--- config.mk ---
export PLATFORM = sky130hd
export DESIGN_NAME = fetch_sequencer
export DESIGN_NICKNAME = d
export VERILOG_FILES = /design/src/rtl/fetch_pkg.sv /design/src/rtl/branch_lut.sv /design/src/rtl/fetch_sequencer.sv
export SDC_FILE = /design/constraint.sdc
export NUM_CORES = 1
export LEC_CHECK = 0
export BUFFER_PORTS_ARGS = -buffer_cell sky130_fd_sc_hd__buf_4
export CORE_MARGIN = 2
export CORE_UTILIZATION = 60
export DETAILED_ROUTE_END_ITERATION = 7
export GPL_TIMING_DRIVEN = 0
export HOLD_SLACK_MARGIN = 0.06
export PLACE_DENSITY = 0.79
export SETUP_SLACK_MARGIN = 0.15
export SLEW_MARGIN = 30
export SYNTH_ARGS = -nofsm -noshare
export SYNTH_HDL_FRONTEND = slang
export SYNTH_HIERARCHICAL = 1
export SYNTH_SLANG_ARGS = --single-unit
--- constraint.sdc ---
create_clock -name clk -period 3 [get_ports clk]
set_input_delay 0.3 -clock clk [delete_from_list [all_inputs] [get_ports clk]]
set_output_delay 0.3 -clock clk [all_outputs]
set_load 0.005 [all_outputs]
--- src/rtl/fetch_pkg.sv ---
// Shared types and default sizing for the 9-bit CPU program sequencer.
package fetch_pkg;

    typedef enum logic [1:0] {
        IDLE = 2'd0,
        RUN  = 2'd1,
        DONE = 2'd2
    } fetch_state_t;

    localparam int D_DEF         = 12;
    localparam int LUT_AW_DEF    = 3;
    localparam int HALT_ADDR_DEF = 460;

endpackage

--- src/rtl/branch_lut.sv ---
// Writable absolute branch-target table: async clear, sync write, comb read.
module branch_lut
    import fetch_pkg::*;
#(
    parameter int D      = D_DEF,
    parameter int LUT_AW = LUT_AW_DEF
) (
    input  logic              clk,
    input  logic              rst_n,
    input  logic              we_i,
    input  logic [LUT_AW-1:0] waddr_i,
    input  logic [D-1:0]      wdata_i,
    input  logic [LUT_AW-1:0] raddr_i,
    output logic [D-1:0]      rdata_o
);

    logic [D-1:0] mem_q [2**LUT_AW];

    always_ff @(posedge clk or negedge rst_n) begin
        if (!rst_n) begin
            for (int i = 0; i < 2**LUT_AW; i++) begin
                mem_q[i] <= '0;
            end
        end else if (we_i) begin
            mem_q[waddr_i] <= wdata_i;
        end
    end

    // Read sees the pre-write value when write and read share an index.
    assign rdata_o = mem_q[raddr_i];

endmodule

--- src/rtl/fetch_sequencer.sv ---
// Program counter, run-control FSM, branch LUT and executed-cycle counter.
module fetch_sequencer
    import fetch_pkg::*;
#(
    parameter int D          = D_DEF,
    parameter int LUT_AW     = LUT_AW_DEF,
    parameter int START_ADDR = 0,
    parameter int HALT_ADDR  = HALT_ADDR_DEF,
    parameter int CW         = 16
) (
    input  logic              clk,
    input  logic              rst_n,
    input  logic              start,
    input  logic              stall,
    input  logic              branch,
    input  logic              taken,
    input  logic [LUT_AW-1:0] how_high,
    input  logic              lut_we,
    input  logic [LUT_AW-1:0] lut_waddr,
    input  logic [D-1:0]      lut_wdata,
    output logic [D-1:0]      prog_ctr,
    output logic              fetch_valid,
    output logic              busy,
    output logic              done,
    output logic [CW-1:0]     cycle_count
);

    localparam logic [D-1:0] START_PC = D'(START_ADDR);
    localparam logic [D-1:0] HALT_PC  = D'(HALT_ADDR);
    // A halt address wider than the PC can never be reached.
    localparam bit HALT_REACHABLE = (HALT_ADDR >> D) == 0;

    fetch_state_t  state_q, state_d;
    logic [D-1:0]  pc_q, pc_d;
    logic          done_q, done_d;
    logic [CW-1:0] cnt_q, cnt_d;
    logic [D-1:0]  target;
    logic          at_halt;

    branch_lut #(
        .D      (D),
        .LUT_AW (LUT_AW)
    ) u_lut (
        .clk     (clk),
        .rst_n   (rst_n),
        .we_i    (lut_we),
        .waddr_i (lut_waddr),
        .wdata_i (lut_wdata),
        .raddr_i (how_high),
        .rdata_o (target)
    );

    assign at_halt = HALT_REACHABLE && (pc_q == HALT_PC);

    always_comb begin
        state_d = state_q;
        pc_d    = pc_q;
        done_d  = done_q;
        cnt_d   = cnt_q;
        unique case (state_q)
            IDLE: begin
                if (start) begin
                    state_d = RUN;
                    pc_d    = START_PC;
                    cnt_d   = '0;
                end
            end
            RUN: begin
                if (at_halt) begin
                    state_d = DONE;
                    done_d  = 1'b1;
                end else if (!stall) begin
                    if (cnt_q != {CW{1'b1}}) begin
                        cnt_d = cnt_q + 1'b1;
                    end
                    if (branch && taken) begin
                        pc_d = target;
                    end else begin
                        pc_d = pc_q + 1'b1;
                    end
                end
            end
            DONE: begin
                if (start) begin
                    state_d = RUN;
                    done_d  = 1'b0;
                    pc_d    = START_PC;
                    cnt_d   = '0;
                end
            end
            default: begin
                state_d = IDLE;
                done_d  = 1'b0;
            end
        endcase
    end

    always_ff @(posedge clk or negedge rst_n) begin
        if (!rst_n) begin
            state_q <= IDLE;
            pc_q    <= START_PC;
            done_q  <= 1'b0;
            cnt_q   <= '0;
        end else begin
            state_q <= state_d;
            pc_q    <= pc_d;
            done_q  <= done_d;
            cnt_q   <= cnt_d;
        end
    end

    assign prog_ctr    = pc_q;
    assign busy        = (state_q == RUN);
    assign done        = done_q;
    assign cycle_count = cnt_q;
    assign fetch_valid = busy && !stall && !at_halt;

endmodule

==> results of run 1 <==
## placed cells by master (no fill, tap or decap), drive strengths merged, types with 2 or more instances in the layout
master       count
ha               3
nor2            13
clkinv           5
nor3b            2
clkbuf          33
dfrtp          127
and4bb           3
and3             8
dlygate4sd3      2
and2             2
o21ai           14
nor4b            3
nand4b           3
mux2           108
nor2b            3
a21oi           20
nand2           20
nor4             2
nand4            9
o2bb2ai          2
nor3            13
o31ai            4
buf             70
inv             13
a211oi           3
nand2b           4
nand3           19
mux4            24
clkinvlp         3
a22o             8
o22ai            9
## sequential cells by signal, indices dropped and copies added, names as in the netlist
name         cells
u_lut/mem_q     96
cycle_count     16
prog_ctr        12
state_q          2
done             1
## worst max path at each step
| stage | endpoint | slack, ns | cells after the start |
|---|---|---|---|
| 5_1_grt | fetch_valid | 0.15 | 7 |
| 3_3_place_gp | cycle_count[2]$_DFFE_PN0P_ | 0.63 | 8 |
| 3_5_place_dp | cycle_count[2]$_DFFE_PN0P_ | 0.58 | 8 |
| 6_report | fetch_valid | 0.25 | 7 |
| 2_1_floorplan | cycle_count[11]$_DFFE_PN0P_ | 0.88 | 8 |
| 4_1_cts | fetch_valid | 0.20 | 7 |
## worst max-delay path: cells and delay by family (launching register included)
kind,cells,cell delay (ns)
adder cells (fa/ha/maj),1,0.17
AO/OA/AOI/OAI,1,0.39
buffers and inverters,3,0.28
AND/OR/NAND/NOR,2,0.62
flip-flops,1,0.47
## metal layers
layer	track usage (%)	up-vias	wire length [um]
met5	0	-	0
met4	9.833	0	233
li1	-	1989	-
met2	45.66	164	7357
met3	4.620	26	743
met1	36.56	2232	6249
## cells by family after synthesis
logic type	count (synthesis)
muxes	133
DFF	127
and+or+nand+nor	110
AOI/OAI and AO/OA	65
buffers and inverters	39
adders and majority gates	3
xor gates and xnor gates	1
## repair_timing
action	4_1_cts	5_1_grt
setup endpoints to repair	0	1
hold endpoints to repair	74	0
hold buffers	2	0
resized for setup	0	2
## synth_stat cells, types with 9 or more instances
master      n  area share (%)
dfrtp_1   127              50
mux2_2    108              19
mux4_1     21             8.6
a21oi_1    19             1.5
nand2_1    19             1.1
nand3_1    19             1.5
nor2_1     13            0.76
inv_1      12            0.70
nor3_1     12            0.94
buf_2      10            0.78
clkbuf_1   10            0.59
nand4_1     9            0.88
o21ai_1     9            0.70
## through the flow
| step | total power (W) | cells | cell area [um2] | setup slack [ns] |
|---|---|---|---|---|
| detailed placement | 0.003412 | 668 | 6998 | 0.5768 |
| global route | 0.005521 | 702 | 7572 | 0.1549 |
| global placement | 0.003336 | 667 | 6963 | 0.6284 |
| finish | 0.005280 | 702 | 7572 | 0.2525 |
| CTS | 0.005305 | 702 | 7570 | 0.2011 |
| floorplan | 0.002982 | 478 | 6395 | 0.8764 |
## cell type report
class | count | area [um2]
flip-flops and latches | 127 | 3181
multi-input cells | 312 | 3017
fillers | 679 | 2751
clock buffers | 23 | 466.7
repair buffers | 56 | 452.9
well taps | 136 | 170.2
plain buffers | 26 | 151.4
clock inverters | 9 | 85.08
inverters | 13 | 48.80
## report_power, final
| group | total (W) | leakage (nW) | switching, W | internal [W] |
|---|---|---|---|---|
| registers | 0.00234 | 1.56 | 0.000269 | 0.00207 |
| logic | 0.00106 | 1.50 | 0.000435 | 0.000624 |
| clock network | 0.00188 | 0.264 | 0.000717 | 0.00116 |
| total | 0.00528 | 3.32 | 0.00142 | 0.00386 |
==> reports/qor.txt, run 1 <==
die width: 107.2 um
final hold violations: 0
Worst Path Arrival: 2.45 ns
maximum VDD drop: 0.0004167 V
Max FO, Critical Path: 9
Detail Route Antenna Nets: 0
R2R Setup Slk: 0.57 ns
status: finished clean
post-route core utilization: 73.35%
hold depth: 2
Clock transition at path regs: 0.06 ns
startpoint types: flop
mux cell area share after synthesis: 28.86%
clock skew: 0.009355 ns
GRT Util Overall: 27.45%
relative slew slack: 48.79%
Cell Pwr Density: 697.3 mW/mm2
Die H: 107.2 um
Slowest-stage cell, CP: or4b_4
crit-path max cell delay: 0.49 ns
Primary FF master, synth: dfrtp_1
DP HPWL: 9824 um
class of the worst hold path: primary input to flop
origin of the critical flop-to-flop path: prog_ctr[0]$_DFFE_PN0P_
Slew Limit Fails: 0
leak pwr: 3.323 nW
synth warn: 6
Final period util: 91.58%
root buffer cell: clkbuf_8
RSZ-0062 raised after global routing: no
Sink Count: 127
CTS max path bufs: 2
syn nets: 506
synthesized area: 0.006395 mm2
number of library cell types mapped by synthesis: 53
Hold WS: 0.08121 ns
syn_area_per_cell: 13.38 um2
hold wc startpoint: lut_wdata[1]
TritonCTS Buffers: 17
Die Area: 0.01150 mm2
number of remaining DRC errors: 0
Reg-to-Reg End: cycle_count[2]$_DFFE_PN0P_
gpl congestion: 0.9004
port bufs: 53
post-synthesis xor/xnor area fraction: 0.1370%
n_diodes: 0
Setup TNS: 0 ns
Core Footprint: 0.01032 mm2
Reg2Reg Depth: 8
share of layout cells above drive strength 1: 41.17%
Syn Inst Count: 478
Pre-antenna DRT Iters: 5
Starting Density: 61.94%
cell row count: 37
Worst Setup End Kind: output port
I/O Pins: 56
vias in the first global route: 4558
initial antenna violation count: 0
ys async rst share: 100.0%
Hold Path End: u_lut/mem_q[73]$_DFFE_PN0P_
Synth Register Bits: 127
Critical path origin: prog_ctr[0]$_DFFE_PN0P_
total gr overflow: 0
Cell Chain, Critical Path: inv_1, ha_1, or4b_4, o31a_4, nand2_4, inv_2, buf_4
largest net degree at the start of global routing: 93
global-route wire length before repair: 23810 um
Worst-Margin Slew: 0.7681 ns
Max-cap violations: 0
Worst EP required: 2.70 ns
area share of and/or/nand/nor cells after synthesis: 9.920%
Max H-tree Level: 4
area grow syn2layout: 18.41%
Final setup viols: 0
Synth Area in Compound Gates: 7.670%
clock latency at the later pin of the worst-skew pair: 0.51 ns
post-DR vias/cell: 6.283
Tmin final: 2.748 ns
nets: 581
CTS tree: yes
Post-synth EDFFs: 0
initial DRC count: 320
postcts setup bufs: 0
WL final: 14580 um
Peak Freq: 0.3640 GHz
drt wl/cell: 20.77 um
critical path class: flop to output port
largest family of logic cells by synthesized area: multiplexers
sequential element share of the synthesized area: 49.70%
vias post-DR: 4411
Synth Area in Adders: 0.5870%
Note: power is estimated with default switching activity, not from simulation.
==> run 2: changes to the inputs <==
--- a/config.mk
+++ b/config.mk
@@ -12,6 +12,7 @@
 export GPL_TIMING_DRIVEN = 0
 export HOLD_SLACK_MARGIN = 0.06
 export PLACE_DENSITY = 0.79
+export RECOVER_POWER = 50
 export SETUP_SLACK_MARGIN = 0.15
 export SLEW_MARGIN = 30
 export SYNTH_ARGS = -nofsm -noshare
==> run 2 against run 1 <==
Against the previous run: the run now ends with capacitance limit, slew limit left; setup slack lost 0.0017 ns; routed wire length barely moved; via count increased by 0.18%; register-to-register slack is essentially flat; first-iteration DRC count is 15% higher; hold slack barely moved; combinational power hardly changed.
==> reports/qor.txt, run 2 (synthesis gave the netlist of run 1 again) <==
status: complete, but fails checks
failing checks: capacitance limit, slew limit
critical path class: flop to output port
leak pwr: 3.304 nW (-0.58%)
gpl congestion: 0.9004 (unchanged)
R2R Setup Slk: 0.57 ns (about the same)
Starting Density: 61.94% (unchanged)
Peak Freq: 0.3637 GHz (about the same)
Slew Limit Fails: 36 (+36)
Max H-tree Level: 4 (unchanged)
nets: 581 (unchanged)
Tmin final: 2.749 ns (+0.001718 ns)
WL final: 14590 um (about the same)
class of the worst hold path: primary input to flop
Final period util: 91.64% (about the same)
RSZ-0062 raised after global routing: no
Worst-Margin Slew: 2.064 ns (+1.296 ns)
Setup TNS: 0 ns (unchanged)
I/O Pins: 56 (unchanged)
Layout fillers: 687 (+1.2%)
Slowest-stage cell, CP: or4b_4
global-route wire length before repair: 23810 um (unchanged)
largest net degree at the start of global routing: 93 (unchanged)
drt wl/cell: 20.78 um (about the same)
n_diodes: 0 (unchanged)
Worst Path Arrival: 2.45 ns (about the same)
vias post-DR: 4419 (+0.18%)
commonest non-fill, non-tap cell in the layout: dfrtp_1
Worst EP required: 2.70 ns (about the same)
maximum VDD drop: 0.0004163 V (about the same)
CTS max path bufs: 2 (unchanged)
post-route core utilization: 73.07% (-0.28 points)
Max-cap violations: 1 (+1)
vias in the first global route: 4558 (unchanged)
initial antenna violation count: 0 (unchanged)
Core Footprint: 0.01032 mm2 (unchanged)
Reg2Reg Depth: 8 (unchanged)
port bufs: 53 (unchanged)
Critical path origin: prog_ctr[0]$_DFFE_PN0P_
Cell Chain, Critical Path: inv_1, ha_1, or4b_4, o31a_4, nand2_4, inv_2, buf_4
CTS tree: yes
crit-path max cell delay: 0.49 ns (about the same)
Detail Route Antenna Nets: 0 (unchanged)
end point of the critical path: fetch_valid
clock latency at the later pin of the worst-skew pair: 0.51 ns (about the same)
Max FO, Critical Path: 9 (unchanged)
Clock transition at path regs: 0.06 ns (about the same)
final hold violations: 0 (unchanged)
Cell Pwr Density: 699.4 mW/mm2 (+0.29%)
Die Area: 0.01150 mm2 (unchanged)
clock skew: 0.009486 ns (+0.0001310 ns)
share of layout cells above drive strength 1: 39.05% (-2.1 points)
DP HPWL: 9824 um (unchanged)
cell row count: 37 (unchanged)
die width: 107.2 um (unchanged)
Worst Setup End Kind: output port
area grow syn2layout: 17.96%
Final setup viols: 0 (unchanged)
max reg flops: 96 (unchanged)
Hold WS: 0.08095 ns (-0.0002517 ns)
GRT Util Overall: 27.45% (unchanged)
Die H: 107.2 um (unchanged)
number of remaining DRC errors: 0 (unchanged)
TritonCTS Buffers: 17 (unchanged)
Biggest register: u_lut/mem_q
Sink Count: 127 (unchanged)
initial DRC count: 367 (+15%)
startpoint types: flop
origin of the critical flop-to-flop path: prog_ctr[0]$_DFFE_PN0P_
Pre-antenna DRT Iters: 5 (unchanged)
Reg-to-Reg End: cycle_count[2]$_DFFE_PN0P_
total gr overflow: 0 (unchanged)
relative slew slack: -37.62% (-86 points)
commonest cells after routing, fill and taps aside: dfrtp_1, mux2_2, buf_4
root buffer cell: clkbuf_8
post-DR vias/cell: 6.295 (+0.18%)
[run 2: cell types whose count changed in the layout (fill, tap and decap cells not counted), moves of 2 or more]
cell,before,now
buf_2,10,4
and4bb_1,0,2
clkbuf_1,13,21
and4bb_2,3,1
[run 2: critical path, delay by kind of cell, from the launching register on]
| kind | cells | cell delay [ns] |
|---|---|---|
| and+or+nand+nor | 2 | 0.63 |
| DFF | 1 | 0.46 |
| AOI/OAI and AO/OA | 1 | 0.39 |
| buffers and inverters | 3 | 0.27 |
| adders and majority gates | 1 | 0.17 |
[run 2: repair_timing]
| action | in CTS | in global routing |
|---|---|---|
| hold buffers | 2 | 0 |
| setup endpoints to repair | 0 | 1 |
| resized for setup | 0 | 2 |
| buffers inserted | 0 | 0 |
| endpoints found under the hold margin | 74 | 0 |
[run 2: power by group]
group	internal (W)	switching [W]	leakage [nW]
Sequential	0.00207	0.000268	1.56
Clock	0.00116	0.000716	0.264
Combinational	0.000621	0.000437	1.48
Total	0.00386	0.00142	3.30
[run 2: how the worst min path moves through the flow]
| stage | startpoint | end | slack, ns | cells after the start |
|---|---|---|---|---|
| floorplan | rst_n | cycle_count[0]$_DFFE_PN0P_ | 0.004 | 0 |
| global placement | u_lut/mem_q[18]$_DFFE_PN0P_ | u_lut/mem_q[18]$_DFFE_PN0P_ | 0.48 | 1 |
| detailed placement | rst_n | prog_ctr[9]$_DFFE_PN0P_ | 0.19 | 1 |
| CTS | lut_wdata[1] | u_lut/mem_q[73]$_DFFE_PN0P_ | 0.06 | 2 |
| global route | lut_wdata[9] | u_lut/mem_q[9]$_DFFE_PN0P_ | 0.08 | 2 |
| finish | lut_wdata[1] | u_lut/mem_q[73]$_DFFE_PN0P_ | 0.08 | 2 |
[run 2: layout make-up]
cell class	count	area, um2	share of cell area [%]
Buffer	26	143.9	1.907
Clock buffer	23	466.7	6.187
Clock inverter	9	85.08	1.128
Inverter	13	48.80	0.6469
Multi-Input combinational cell	312	3010	39.91
Sequential cell	127	3181	42.16
Tap cell	136	170.2	2.256
Timing Repair Buffer	56	437.9	5.805
[run 2: metal layers]
metal	up-vias	GRT usage (%)	wire (um)
met5	-	0	0
met4	0	9.833	225
met3	24	4.620	703
met2	153	45.66	7421
met1	2254	36.56	6237
li1	1988	-	-
[run 2: through the flow]
stage	instances	instance area (um2)	power, W	setup slack (ns)
floorplan	478	6395	0.002982	0.8764
global placement	667	6963	0.003336	0.6284
detailed placement	668	6998	0.003412	0.5768
CTS	702	7570	0.005305	0.2011
global route	702	7543	0.005517	0.1549
finish	702	7543	0.005276	0.2508
==> run 3: changes to the inputs <==
--- a/config.mk
+++ b/config.mk
@@ -12,7 +12,7 @@
 export GPL_TIMING_DRIVEN = 0
 export HOLD_SLACK_MARGIN = 0.06
 export PLACE_DENSITY = 0.79
-export RECOVER_POWER = 50
+export RECOVER_POWER = 25
 export SETUP_SLACK_MARGIN = 0.15
 export SLEW_MARGIN = 30
 export SYNTH_ARGS = -nofsm -noshare
==> run 3 against run 2 <==
Against the previous run: the run still ends with capacitance limit, slew limit left; clock-buffer cell count unchanged; total power about the same; non-clock buffer count unchanged; clock power about the same; sequential power about the same; sequential share of layout area about the same; critical path type unchanged.
==> reports/qor.txt, run 3 (synthesis gave the netlist of run 1 again) <==
commonest non-fill, non-tap cell in the layout: dfrtp_1
Die Area: 0.01150 mm2 (unchanged)
Max H-tree Level: 4 (unchanged)
Max FO, Critical Path: 9 (unchanged)
RSZ-0062 raised after global routing: no
Cell Pwr Density: 699.5 mW/mm2 (about the same)
critical path class: flop to output port
Clock transition at path regs: 0.06 ns (about the same)
Slew Limit Fails: 36 (unchanged)
Starting Density: 61.94% (unchanged)
clock latency at the later pin of the worst-skew pair: 0.51 ns (about the same)
I/O Pins: 56 (unchanged)
largest net degree at the start of global routing: 93 (unchanged)
initial antenna violation count: 0 (unchanged)
Hold WS: 0.08092 ns (-0.00003500 ns)
Die H: 107.2 um (unchanged)
vias post-DR: 4421 (+0.045%)
DP HPWL: 9824 um (unchanged)
Cell Chain, Critical Path: inv_1, ha_1, or4b_4, o31a_4, nand2_4, inv_2, buf_4
Slowest-stage cell, CP: or4b_4
die width: 107.2 um (unchanged)
max reg flops: 96 (unchanged)
post-DR vias/cell: 6.298 (about the same)
Core Footprint: 0.01032 mm2 (unchanged)
Setup TNS: 0 ns (unchanged)
class of the worst hold path: primary input to flop
total gr overflow: 0 (unchanged)
Peak Freq: 0.3635 GHz (about the same)
Tmin final: 2.751 ns (+0.002039 ns)
WL final: 14620 um (+0.19%)
Pre-antenna DRT Iters: 5 (unchanged)
initial DRC count: 323 (-12%)
final hold violations: 0 (unchanged)
number of remaining DRC errors: 0 (unchanged)
GRT Util Overall: 27.45% (unchanged)
nets: 581 (unchanged)
startpoint types: flop
clock skew: 0.009459 ns (-0.00002737 ns)
Worst EP required: 2.70 ns (about the same)
Biggest register: u_lut/mem_q
port bufs: 53 (unchanged)
Worst Setup End Kind: output port
Layout fillers: 684 (-0.44%)
Detail Route Antenna Nets: 0 (unchanged)
cell row count: 37 (unchanged)
Final setup viols: 0 (unchanged)
global-route wire length before repair: 23810 um (unchanged)
Final period util: 91.71% (about the same)
Worst-Margin Slew: 2.062 ns (-0.002521 ns)
vias in the first global route: 4558 (unchanged)
register area: 0.003181 mm2 (unchanged)
CP bufs+invs: 3 (unchanged)
crit-path leading delay family: simple AND/OR/NAND/NOR gates
PnR Total Power: 0.005280 W (about the same)
gpl congestion: 0.9004 (unchanged)
maximum VDD drop: 0.0004165 V (about the same)
drt wl/cell: 20.82 um (+0.19%)
status: complete, but fails checks
leak pwr: 3.309 nW (+0.17%)
crit-path max cell delay: 0.49 ns (about the same)
Sink Count: 127 (unchanged)
relative slew slack: -37.45% (+0.17 points)
share of layout cells above drive strength 1: 40.11% (+1.1 points)
Worst Path Arrival: 2.45 ns (about the same)
area of the multi-input gates: 0.003010 mm2 (unchanged)
commonest cells after routing, fill and taps aside: dfrtp_1, mux2_2, buf_4
CTS max path bufs: 2 (unchanged)
Max-cap violations: 1 (unchanged)
CTS tree: yes
area grow syn2layout: 18.04% (about the same)
root buffer cell: clkbuf_8
TritonCTS Buffers: 17 (unchanged)
failing checks: capacitance limit, slew limit
n_diodes: 0 (unchanged)
-- run 3: cell count changes in the layout (fill, tap and decap cells not counted) --
| cell | delta |
|---|---|
| buf_2 | +4 |
| clkbuf_1 | -4 |
| and4bb_1 | -2 |
| and4bb_2 | +2 |
-- run 3: area by class of cell --
cell class	instances	share of cell area (%)
clock buffers	23	6.183
multi-input cells	312	39.88
inverters	13	0.6464
well taps	136	2.254
repair buffers	56	5.801
clock inverters	9	1.127
plain buffers	26	1.972
flip-flops and latches	127	42.13
-- run 3: metal layers --
layer / track usage [%] / up-vias / wire, um
met5: 0 / - / 0
li1: - / 1989 / -
met3: 4.620 / 26 / 750
met2: 45.66 / 158 / 7324
met1: 36.56 / 2248 / 6313
met4: 9.833 / 0 / 227
-- run 3: worst reg2reg max path, stage by stage, from the launching register on --
cell and delay, ns:
dfrtp_2 0.47, inv_1 0.10, ha_1 0.17, or4b_4 0.49, o31ai_4 0.31, o21ai_2 0.14
clkbuf_1 0.30, nand3_1 0.23, o21ai_1 0.09
-- run 3: timing repair --
action,CTS,global route
gates resized for setup,0,2
setup buffers,0,0
endpoints found under the hold margin,74,0
hold buffers,2,0
setup endpoints to repair,0,1
-- run 3: path summary, 6_finish.rpt --
kind,cells past startpoint,from,end,slack (ns)
setup / recovery,7,prog_ctr[0]$_DFFE_PN0P_,fetch_valid,0.25
hold / removal,4,start,done$_DFFE_PN0P_,0.08
setup reg to reg,8,prog_ctr[0]$_DFFE_PN0P_,cycle_count[2]$_DFFE_PN0P_,0.58
hold reg to reg,1,u_lut/mem_q[90]$_DFFE_PN0P_,u_lut/mem_q[90]$_DFFE_PN0P_,0.50
max in group asynchronous,2,rst_n,prog_ctr[1]$_DFFE_PN0P_,0.76
min in group asynchronous,2,rst_n,done$_DFFE_PN0P_,0.92
-- run 3: report_power, final --
| group | switching (W) | internal, W |
|---|---|---|
| combinational | 0.000437 | 0.000621 |
| clock | 0.000718 | 0.00116 |
| sequential | 0.000269 | 0.00207 |
| total | 0.00142 | 0.00386 |
-- run 3: through the flow --
| stage | area [um2] | setup WS [ns] | std cells | util (%) |
|---|---|---|---|---|
| after floorplan | 6395 | 0.8764 | 478 | - |
| after global placement | 6963 | 0.6284 | 667 | 67.45 |
| after detailed placement | 6998 | 0.5768 | 668 | 67.79 |
| after CTS | 7570 | 0.2011 | 702 | 73.32 |
| after global routing | 7548 | 0.1549 | 702 | 73.12 |
| final | 7548 | 0.2487 | 702 | 73.12 |
